<file path="config.mk">
export PLATFORM = sky130hd
export DESIGN_NAME = i2s_mem_feeder
export DESIGN_NICKNAME = d
export VERILOG_FILES = /design/src/rtl/i2s_mem_feeder_pkg.sv /design/src/rtl/i2s_buffer_slot.sv /design/src/rtl/i2s_mem_feeder.sv
export SDC_FILE = /design/constraint.sdc
export NUM_CORES = 1
export LEC_CHECK = 0
export ABC_AREA = 1
export BUFFER_PORTS_ARGS = -buffer_cell sky130_fd_sc_hd__buf_2
export CAP_MARGIN = 10
export CORE_MARGIN = 10
export CORE_UTILIZATION = 45
export CTS_BUF_LIST = sky130_fd_sc_hd__clkbuf_8
export CTS_CLUSTER_SIZE = 10
export DETAILED_ROUTE_END_ITERATION = 16
export PLACE_DENSITY = 0.73
export SETUP_SLACK_MARGIN = 0.15
export SKIP_CTS_REPAIR_TIMING = 1
export SLEW_MARGIN = 10
export SYNTH_ARGS = -nofsm -noshare
export SYNTH_HDL_FRONTEND = slang
export SYNTH_SLANG_ARGS = --single-unit
</file>
<file path="constraint.sdc">
create_clock -name clk -period 5.7 [get_ports clk]
set_input_delay 0.285 -clock clk [delete_from_list [all_inputs] [get_ports clk]]
set_output_delay 0.285 -clock clk [all_outputs]
set_load 0.1 [all_outputs]
</file>
<file path="src/rtl/i2s_mem_feeder_pkg.sv">
// Shared widths, buffer count and FSM state encoding for the I2S memory feeder.
package i2s_mem_feeder_pkg;

   localparam int unsigned DefAddrWidth = 32;
   localparam int unsigned DefSizeWidth = 24;
   localparam int unsigned NumBufs      = 2;

   typedef enum logic [2:0] {
      StIdle   = 3'd0,
      StRead   = 3'd1,
      StStrobe = 3'd2,
      StFinish = 3'd3,
      StHold   = 3'd4
   } feed_state_e;

endpackage

</file>
<file path="src/rtl/i2s_buffer_slot.sv">
// One host-armed audio buffer: base, size, read offset and armed flag.
// last_o flags that the word at the current offset is the final one.
module i2s_buffer_slot
   import i2s_mem_feeder_pkg::*;
#(
   parameter int unsigned ADDR_WIDTH = DefAddrWidth,
   parameter int unsigned SIZE_WIDTH = DefSizeWidth
) (
   input  logic                  clk_i,
   input  logic                  rst_ni,
   input  logic                  go_i,
   input  logic [ADDR_WIDTH-1:0] base_i,
   input  logic [SIZE_WIDTH-1:0] size_i,
   input  logic                  advance_i,
   input  logic                  clear_i,
   output logic [ADDR_WIDTH-1:0] base_o,
   output logic [SIZE_WIDTH-1:0] offset_o,
   output logic                  valid_o,
   output logic                  last_o
);

   logic [ADDR_WIDTH-1:0] base_q, base_d;
   logic [SIZE_WIDTH-1:0] size_q, size_d;
   logic [SIZE_WIDTH-1:0] offset_q, offset_d;
   logic                  valid_q, valid_d;
   logic                  last_w;
   logic                  release_w;
   logic                  arm_w;

   assign last_w    = valid_q && ((offset_q + SIZE_WIDTH'(1)) == size_q);
   assign release_w = advance_i && last_w;
   // A buffer being released this cycle may be re-armed in the same cycle.
   assign arm_w     = go_i && (size_i != '0) && (!valid_q || release_w) && !clear_i;

   // Next-state: advance, release on last word, arm, and disarm on clear.
   always_comb begin
      base_d   = base_q;
      size_d   = size_q;
      offset_d = offset_q;
      valid_d  = valid_q;
      if (advance_i && valid_q) begin
         offset_d = offset_q + SIZE_WIDTH'(1);
      end
      if (release_w) begin
         valid_d = 1'b0;
      end
      if (arm_w) begin
         base_d   = base_i;
         size_d   = size_i;
         offset_d = '0;
         valid_d  = 1'b1;
      end
      if (clear_i) begin
         valid_d = 1'b0;
      end
   end

   // Slot registers.
   always_ff @(posedge clk_i or negedge rst_ni) begin
      if (!rst_ni) begin
         base_q   <= '0;
         size_q   <= '0;
         offset_q <= '0;
         valid_q  <= 1'b0;
      end else begin
         base_q   <= base_d;
         size_q   <= size_d;
         offset_q <= offset_d;
         valid_q  <= valid_d;
      end
   end

   assign base_o   = base_q;
   assign offset_o = offset_q;
   assign valid_o  = valid_q;
   assign last_o   = last_w;

endmodule

</file>
<file path="src/rtl/i2s_mem_feeder.sv">
// Feeds 32-bit words from a ping-pong pair of armed buffers to the I2S
// controller through a single-word read port. Every output is a flop.
module i2s_mem_feeder
   import i2s_mem_feeder_pkg::*;
#(
   parameter int unsigned ADDR_WIDTH = DefAddrWidth,
   parameter int unsigned SIZE_WIDTH = DefSizeWidth
) (
   input  logic                  clk,
   input  logic                  rst,
   input  logic                  enable,
   input  logic [ADDR_WIDTH-1:0] buf_base [NumBufs],
   input  logic [SIZE_WIDTH-1:0] buf_size [NumBufs],
   input  logic [NumBufs-1:0]    buf_go,
   output logic [NumBufs-1:0]    buf_done,
   output logic [NumBufs-1:0]    buf_valid,
   output logic                  active_buf,
   output logic                  underrun,
   input  logic                  request_data,
   input  logic [SIZE_WIDTH-1:0] request_size,
   output logic                  request_finished,
   output logic [31:0]           memory_data,
   output logic                  memory_data_strobe,
   output logic                  mem_rd_req,
   output logic [ADDR_WIDTH-1:0] mem_addr,
   input  logic                  mem_rd_ack,
   input  logic [31:0]           mem_rd_data
);

   feed_state_e           state_q, state_d;
   logic [SIZE_WIDTH-1:0] remaining_q, remaining_d;
   logic                  active_q, active_d;
   logic                  rd_req_q, rd_req_d;
   logic [ADDR_WIDTH-1:0] addr_q, addr_d;
   logic [31:0]           data_q, data_d;
   logic                  strobe_q, strobe_d;
   logic                  finished_q, finished_d;
   logic                  underrun_q, underrun_d;
   logic [NumBufs-1:0]    done_q, done_d;
   logic                  abort_q, abort_d;

   logic [ADDR_WIDTH-1:0] slot_base   [NumBufs];
   logic [SIZE_WIDTH-1:0] slot_offset [NumBufs];
   logic [NumBufs-1:0]    slot_valid;
   logic [NumBufs-1:0]    slot_last;
   logic                  advance_w;
   logic                  clear_w;
   logic                  abort_now;
   logic                  act_valid;
   logic                  act_last;
   logic [ADDR_WIDTH-1:0] act_addr;

   for (genvar i = 0; i < NumBufs; i++) begin : g_slot
      i2s_buffer_slot #(
         .ADDR_WIDTH (ADDR_WIDTH),
         .SIZE_WIDTH (SIZE_WIDTH)
      ) u_slot (
         .clk_i     (clk),
         .rst_ni    (rst),
         .go_i      (buf_go[i]),
         .base_i    (buf_base[i]),
         .size_i    (buf_size[i]),
         .advance_i (advance_w && (active_q == 1'(i))),
         .clear_i   (clear_w),
         .base_o    (slot_base[i]),
         .offset_o  (slot_offset[i]),
         .valid_o   (slot_valid[i]),
         .last_o    (slot_last[i])
      );
   end

   assign act_valid = slot_valid[active_q];
   assign act_last  = slot_last[active_q];
   // Byte address of the next word; wraps modulo 2^ADDR_WIDTH.
   assign act_addr  = slot_base[active_q] + ADDR_WIDTH'({slot_offset[active_q], 2'b00});

   // Next-state and next-output logic; enable-low abort overrides everything.
   always_comb begin
      state_d     = state_q;
      remaining_d = remaining_q;
      active_d    = active_q;
      rd_req_d    = rd_req_q;
      addr_d      = addr_q;
      data_d      = data_q;
      strobe_d    = 1'b0;
      finished_d  = 1'b0;
      underrun_d  = 1'b0;
      done_d      = '0;
      advance_w   = 1'b0;
      clear_w     = 1'b0;
      // An outstanding read must complete before the abort can take effect.
      abort_d     = rd_req_q && !mem_rd_ack && (abort_q || !enable);
      abort_now   = (abort_q || !enable) && !(rd_req_q && !mem_rd_ack);

      unique case (state_q)
         StIdle: begin
            if (request_data && enable) begin
               remaining_d = request_size;
               if (request_size == '0) begin
                  state_d    = StFinish;
                  finished_d = 1'b1;
               end else begin
                  // Entering READ without a valid buffer is the underrun path.
                  state_d    = StRead;
                  rd_req_d   = act_valid;
                  underrun_d = !act_valid;
                  if (act_valid) begin
                     addr_d = act_addr;
                  end
               end
            end
         end
         StRead: begin
            if (!rd_req_q) begin
               state_d    = StFinish;
               finished_d = 1'b1;
            end else if (mem_rd_ack) begin
               rd_req_d    = 1'b0;
               data_d      = mem_rd_data;
               advance_w   = 1'b1;
               remaining_d = remaining_q - SIZE_WIDTH'(1);
               strobe_d    = 1'b1;
               state_d     = StStrobe;
               // Release happens here so buf_done lines up with the strobe.
               if (act_last) begin
                  done_d[active_q] = 1'b1;
                  active_d         = !active_q;
               end
            end
         end
         StStrobe: begin
            if (remaining_q == '0) begin
               state_d    = StFinish;
               finished_d = 1'b1;
            end else begin
               state_d    = StRead;
               rd_req_d   = act_valid;
               underrun_d = !act_valid;
               if (act_valid) begin
                  addr_d = act_addr;
               end
            end
         end
         StFinish: begin
            state_d = StHold;
         end
         StHold: begin
            if (!request_data) begin
               state_d = StIdle;
            end
         end
         default: begin
            state_d = StIdle;
         end
      endcase

      if (abort_now) begin
         state_d     = StIdle;
         remaining_d = '0;
         active_d    = 1'b0;
         rd_req_d    = 1'b0;
         data_d      = data_q;
         strobe_d    = 1'b0;
         finished_d  = 1'b0;
         underrun_d  = 1'b0;
         done_d      = '0;
         advance_w   = 1'b0;
         clear_w     = 1'b1;
      end
   end

   // State register and registered outputs.
   always_ff @(posedge clk or negedge rst) begin
      if (!rst) begin
         state_q     <= StIdle;
         remaining_q <= '0;
         active_q    <= 1'b0;
         rd_req_q    <= 1'b0;
         addr_q      <= '0;
         data_q      <= '0;
         strobe_q    <= 1'b0;
         finished_q  <= 1'b0;
         underrun_q  <= 1'b0;
         done_q      <= '0;
         abort_q     <= 1'b0;
      end else begin
         state_q     <= state_d;
         remaining_q <= remaining_d;
         active_q    <= active_d;
         rd_req_q    <= rd_req_d;
         addr_q      <= addr_d;
         data_q      <= data_d;
         strobe_q    <= strobe_d;
         finished_q  <= finished_d;
         underrun_q  <= underrun_d;
         done_q      <= done_d;
         abort_q     <= abort_d;
      end
   end

   assign buf_done           = done_q;
   assign buf_valid          = slot_valid;
   assign active_buf         = active_q;
   assign underrun           = underrun_q;
   assign request_finished   = finished_q;
   assign memory_data        = data_q;
   assign memory_data_strobe = strobe_q;
   assign mem_rd_req         = rd_req_q;
   assign mem_addr           = addr_q;

endmodule

</file>
**After elaboration in Yosys (flattened, before gate mapping)**

Index checks and enable logic that the tools add are counted.
W data, S select, Z words.

- Output and inout port bits: 73
- Logic and storage cells: 170
- Register bits: 261
- Input bits: 175

- Order comparisons: 3
- Add/subtract/negate cells: 4
- Equal/unequal tests: 16
- Multiplexer cells: 73
- Reductions and logical operators: 52
- Bitwise operators: 3

Operator list:

| kind | count |
|---|---|
| $mux W24 | 11 |
| $mux W32 | 7 |
| $pmux W32 S2 | 1 |
| $add A24 B1 Y24 const B | 2 |
| $eq A24 B24 Y1 | 2 |
| $logic_not A24 Y1 | 2 |
| $pmux W24 S2 | 1 |
| $reduce_bool A24 Y1 | 2 |
| $mux W1 | 36 |
| $add A32 B26 Y32 | 1 |
| $sub A24 B1 Y24 const B | 1 |
| $reduce_and A4 Y1 | 5 |
| $logic_and A1 B1 Y1 | 19 |
| $ne A3 B3 Y1 const B | 6 |
| $mux W3 | 5 |
| $pmux W3 S5 | 1 |
| $mux W2 | 7 |
| $reduce_bool A2 Y1 | 7 |
| $reduce_bool A3 Y1 | 3 |
| $logic_not A1 Y1 | 8 |
| $eq A3 B2 Y1 const B | 2 |
| $ne A2 B2 Y1 const B | 3 |
| $pmux W1 S3 | 2 |
| $ne A4 B4 Y1 const B | 1 |
| 13 further kinds | 16 |

**Longest topological paths before layout**

- Depth in word-level cells: 12
- Gate-level depth with buffers: 20
- Depth with buffers taken out: 19

**Cells and area by module**

A second synthesis with hierarchy kept.

- Cells, all modules: 2501
- Area, all modules: 16605.9 µm²

Modules (own cells, without submodules):

| module | cells each | seq. area each (µm²) | area an instance (µm²) | instances |
|---|---|---|---|---|
| i2s_buffer_slot | 634 | 2026.9 | 4534.3 | 2 |
| i2s_mem_feeder | 1233 | 2477.4 | 7537.2 | 1 |

**Worst setup path before layout**

No wires, ideal clock.

- Kind: reg-to-reg
- Start: reg active_q (netlist: active_buf)
- End: reg addr_q[22] (netlist: mem_addr[22])
- Setup time: 0.120 ns
- Buffers on the path: 3
- Required time: 5.580 ns
- Slack: 1.514 ns
- Period minus slack after synthesis: 4.186 ns
- Cell stages (with the launch flop): 19
- Arrival: 4.066 ns
- Path through: dfrtp_1 clkbuf_1 clkbuf_1 clkbuf_1 nand2_1 o21ai_0 ha_1 inv_1 fa_1 o21ai_0 a21boi_0 o21ai_0 a21boi_0 o21ai_0 nand2_1 nand2_1 nand2_1 nand3_1 nand2_1

- Longest elaborated chain between the ends: 9
- Elaborated cells on any way between the ends: 15
- Those cells by class: add/sub (1); mux (13); bitwise (1)

RTL lines:

| element | line | RTL |
|---|---|---|
| start, declared | i2s_mem_feeder.sv:32 | `logic active_q, active_d;` |
| start signal, assigned | i2s_mem_feeder.sv:189 | `active_q <= active_d;` |
| $not A1 Y2 (not written as such) | i2s_mem_feeder.sv:75 | `assign act_addr = slot_base[active_q] + ADDR_WIDTH'({slot_offset[active_q], 2'b00});` |
| $mux W32 (not written as such) or $mux W24 (tied branches) (3 in series) | i2s_mem_feeder.sv:75 |  |
| $add A32 B26 Y32 | i2s_mem_feeder.sv:75 |  |
| $mux W32 * | i2s_mem_feeder.sv:107, i2s_mem_feeder.sv:139 |  |
| $mux W32 | i2s_mem_feeder.sv:99 | `if (request_size == '0) begin` |
| $mux W32 | i2s_mem_feeder.sv:97 | `if (request_data && enable) begin` |
| $pmux W32 S2 * | i2s_mem_feeder.sv:95 | `unique case (state_q)` |
| end signal, assigned | i2s_mem_feeder.sv:191 | `addr_q <= addr_d;` |
| end, declared | i2s_mem_feeder.sv:34 | `logic [ADDR_WIDTH-1:0] addr_q, addr_d;` |

Mark *: on every way between the ends. The rest lies on a longest branch, timed or not. The select of a mux whose other input is x is not followed.
A chain may end at the register's enable or synchronous reset.

**Final worst setup path**

- Start: reg g_slot[0].u_slot.offset_q[0]
- End: reg g_slot[0].u_slot.size_q[0]

- Longest elaborated chain between the ends: 7

RTL lines:

| element | line | RTL |
|---|---|---|
| start, declared | i2s_buffer_slot.sv:24 | `logic [SIZE_WIDTH-1:0] offset_q, offset_d;` |
| start signal, assigned | i2s_buffer_slot.sv:68 | `offset_q <= offset_d;` |
| $add A24 B1 Y24 | i2s_buffer_slot.sv:30 | `assign last_w = valid_q && ((offset_q + SIZE_WIDTH'(1)) == size_q);` |
| $eq A24 B24 Y1 | i2s_buffer_slot.sv:30 |  |
| $logic_and A1 B1 Y1 | i2s_buffer_slot.sv:30 |  |
| $logic_and A1 B1 Y1 | i2s_buffer_slot.sv:31 | `assign release_w = advance_i && last_w;` |
| $logic_or A1 B1 Y1 | i2s_buffer_slot.sv:33 | `assign arm_w = go_i && (size_i != '0) && (!valid_q \|\| release_w) && !clear_i;` |
| $logic_and A1 B1 Y1 (2 in series) | i2s_buffer_slot.sv:33 |  |
| end signal, assigned | i2s_buffer_slot.sv:67 | `size_q <= size_d;` |
| end, declared | i2s_buffer_slot.sv:23 | `logic [SIZE_WIDTH-1:0] size_q, size_d;` |

No other way between the ends.

==> impl_metrics.json <==
{
  "fin_setup_tns_ns": 0,
  "crit_top_cell": "nand2_1",
  "powerDensity_nw_per_um2": 484,
  "worst_setup_path_end_kind": "flip-flop",
  "grt_pass1_vias": 14900,
  "dp_hpwl_um": 36100,
  "vias": 16200,
  "relSlewSlack": 0.316,
  "hold_viol_final": 5,
  "crit_type": "flip-flop to flip-flop",
  "fill_cells": 3051,
  "synthDistinctLibCells": 52,
  "yosys.area.top_type_share": 0.421,
  "synth.largest_area_cell": "dfrtp_1",
  "max_slew.worst_pin.slew_ns": 1.02,
  "status": "complete, but fails checks",
  "cp.required_ns": 6.25,
  "switching_share": 0.499,
  "power_uw": 9440,
  "drv_slew": 0,
  "placed_area_um2": 17100,
  "wl_per_cell_um": 16.5,
  "synth_edf_count": 0,
  "place_inst": 2880,
  "drc": 0,
  "crit_arrival_ns": 4.16,
  "p_int_uw": 4720,
  "fin_crit_sh": 0.633,
  "power_frac_comb": 0.478,
  "seqPwrFrac": 0.321,
  "rsz0062_at_grt": "false",
  "skew_ns": 0.0235,
  "grt_antenna_before_repair": 1,
  "io_pins": 248,
  "cpMaxStageDelayCell": "inv_2",
  "hold_ws_ns": -0.0144,
  "path_clk_slew_ns": 0.06,
  "critPathBufInv": 2,
  "min_path_type": "primary input to flip-flop",
  "power_leakage_uw": 0.0101,
  "coreArea_um2": 33800,
  "pwr-share-clk": 0.200,
  "async_flop_share": 1.00,
  "numCtsBuffers": 47,
  "grtUsageTotal": 0.224,
  "finalSetupViolCount": 0,
  "netlist_area_um2": 15500,
  "design_area_um2": 19500,
  "ir_drop_mv": 0.493,
  "area_growth_pct": 25.7,
  "drive_gt1_frac": 0.138,
  "place_congestion": 0.990,
  "std_cell_rows": 67,
  "cp_slowest_stage_delay_ns": 0.60,
  "synthCells": 2246,
  "post-place-ws_ns": 2.10,
  "max_clock_freq_mhz": 277,
  "critPathTopFamily": "simple AND/OR/NAND/NOR gates",
  "nNetsFinal": 2828,
  "critPathLaunchType": "flip-flop",
  "avgViaCountPerCell": 5.20,
  "drt-total-wl_um": 51300,
  "synth_top_cells_by_area": "dfrtp_1 (42%), nand2_1 (22%), nor2_1 (5.3%)",
  "die_area_um2": 42300,
  "cts.sinks": 261,
  "drt-initial-drc-count": 1342,
  "p_sw_uw": 4710,
  "yosys_register_bits": 261,
  "seq_area_frac_synth": 0.421,
  "detail-route-antenna-nets": 0,
  "cap_violations": 0,
  "fin_cells": 3110,
  "die_x_um": 206,
  "clockRootBuffer": "clkbuf_8",
  "first_pass_iters": 5,
  "htreeDepth": 2,
  "ys.flop_type": "dfrtp_1",
  "cts_buffer_depth": 3,
  "cp_max_fo": 41,
  "violations": "negative hold slack",
  "die_h_um": 206,
  "avgSynthCellArea_um2": 6.91,
  "portBuffers": 247,
  "synthesis.nets": 2449,
  "fin_ws_ns": 2.09,
  "cts_tree": "yes",
  "grt_max_degree": 141,
  "period_needed_ns": 3.61,
  "initial_core_util": 0.459,
  "worstPathCellList": "ha_1 -> nand2_1 -> nor2_2 -> nand2_1 -> nor2_1 -> nand3_1 -> nand2_1 -> nand2_1 -> nand2_1 -> nand3_1 -> nor2_1 -> nand3b_1 -> nand2_1 -> nand2_2 -> inv_2 -> buf_4 -> nand2_1 -> nand2_1",
  "clk_latency_ns": 0.61,
  "grt_overflow": 0,
  "grt_pass1_wl_um": 76500,
  "ys.warnings.count": 0
}
-- kinds of logic after synthesis --
family,synth area share
xor+xnor,0.0215
compound gates,0.101
simple gates,0.358
fa+ha+maj,0.0231
mux,0.00129
flops,0.421
buf+inv,0.0740
-- final timing paths --
check | startpoint | endpoint | slack [ns] | cells after the start
max | g_slot[0].u_slot.offset_o[0] | g_slot[0].u_slot.size_q[0] | 2.09 | 18
min | buf_size[35] | g_slot[0].u_slot.size_q[11] | -0.01 | 3
max reg2reg | g_slot[0].u_slot.offset_o[0] | g_slot[0].u_slot.size_q[0] | 2.09 | 18
min reg2reg | memory_data[1] | memory_data[1] | 0.47 | 2
max in group asynchronous | rst | remaining_q[12] | 4.03 | 3
min in group asynchronous | rst | g_slot[0].u_slot.size_q[1] | 0.36 | 2
-- power groups by stage --
stage	logic (µW)	registers, µW	clock network, µW
3_5_place_dp	4400	3030	0
4_1_cts	4410	3010	1920
2_1_floorplan	2090	4270	0
3_3_place_gp	4330	3010	0
5_1_grt	4940	3100	2000
6_report	4520	3030	1890
-- flip-flops by register name, indices dropped and copies added (netlist names) --
name	flops
state_q	3
memory_data_strobe	1
g_slot.u_slot.size_q	48
abort_q	1
request_finished	1
mem_rd_req	1
buf_done	2
remaining_q	24
memory_data	32
mem_addr	32
underrun	1
active_buf	1
g_slot.u_slot.base_o	64
g_slot.u_slot.valid_o	2
g_slot.u_slot.offset_o	48
-- per-layer routing --
layer  track usage  up-vias  part of all wire
met5             0        -                 0
met4        0.0935        0             0.039
met3        0.0566      118             0.079
met2         0.341      629              0.45
met1         0.299     7493              0.43
li1              -     7921                 -
-- tightest hold or removal path, stage by stage --
cell	delay (ns)
buf_2	0.09
inv_1	0.08
o21ai_0	0.09
-- stage by stage --
stage          utilization  hold WS (ns)
6_report             0.577       -0.0144
5_1_grt              0.577      -0.00376
4_1_cts              0.534        -0.201
3_5_place_dp         0.505         0.454
3_3_place_gp         0.505         0.448
2_1_floorplan            -       -0.0106
-- layout by cell type, fill, tap and decap left out, types with 5 or more instances in the layout --
master,n
o22ai_1,5
o21bai_1,5
nor2_1,218
nand2_1,910
nand3b_1,17
dfrtp_1,260
nor2_2,11
inv_2,5
clkinv_2,5
buf_4,8
nand2_2,7
o21ai_1,20
nor3_1,18
buf_2,246
ha_1,27
clkbuf_8,63
o21a_1,5
inv_1,213
nand3_1,112
nor2_4,5
nand4_1,31
a21boi_0,5
xnor2_1,19
a22oi_1,12
a21oi_1,67
nor4_1,8
dlygate4sd3_1,144
or2_2,6
xor2_1,14
o21ai_0,145
-- synthesized netlist by cell type, types with 6 or more instances --
master	count
inv_1	199
o21ai_0	145
o21ai_1	20
nor2_2	10
nand3b_1	17
buf_2	14
a21oi_1	67
xnor2_1	19
nor3_1	18
dfrtp_1	261
buf_6	9
nor4_1	8
nand4_1	31
nor2_1	219
buf_4	6
nand3_1	112
a22oi_1	12
or2_2	6
clkbuf_1	37
xor2_1	14
ha_1	27
nand2_1	912
-- area by class of cell --
class / instances / area (µm²) / share of cell area
clock inverters: 21 / 138 / 0.00706
inverters: 207 / 777 / 0.0398
repair buffers: 400 / 2770 / 0.142
clock buffers: 63 / 867 / 0.0445
multi-input cells: 1708 / 7860 / 0.403
flip-flops and latches: 261 / 6530 / 0.335
diodes: 2 / 5.00 / 0.000257
well taps: 448 / 561 / 0.0287
Power figures use the tool's default switching activity.
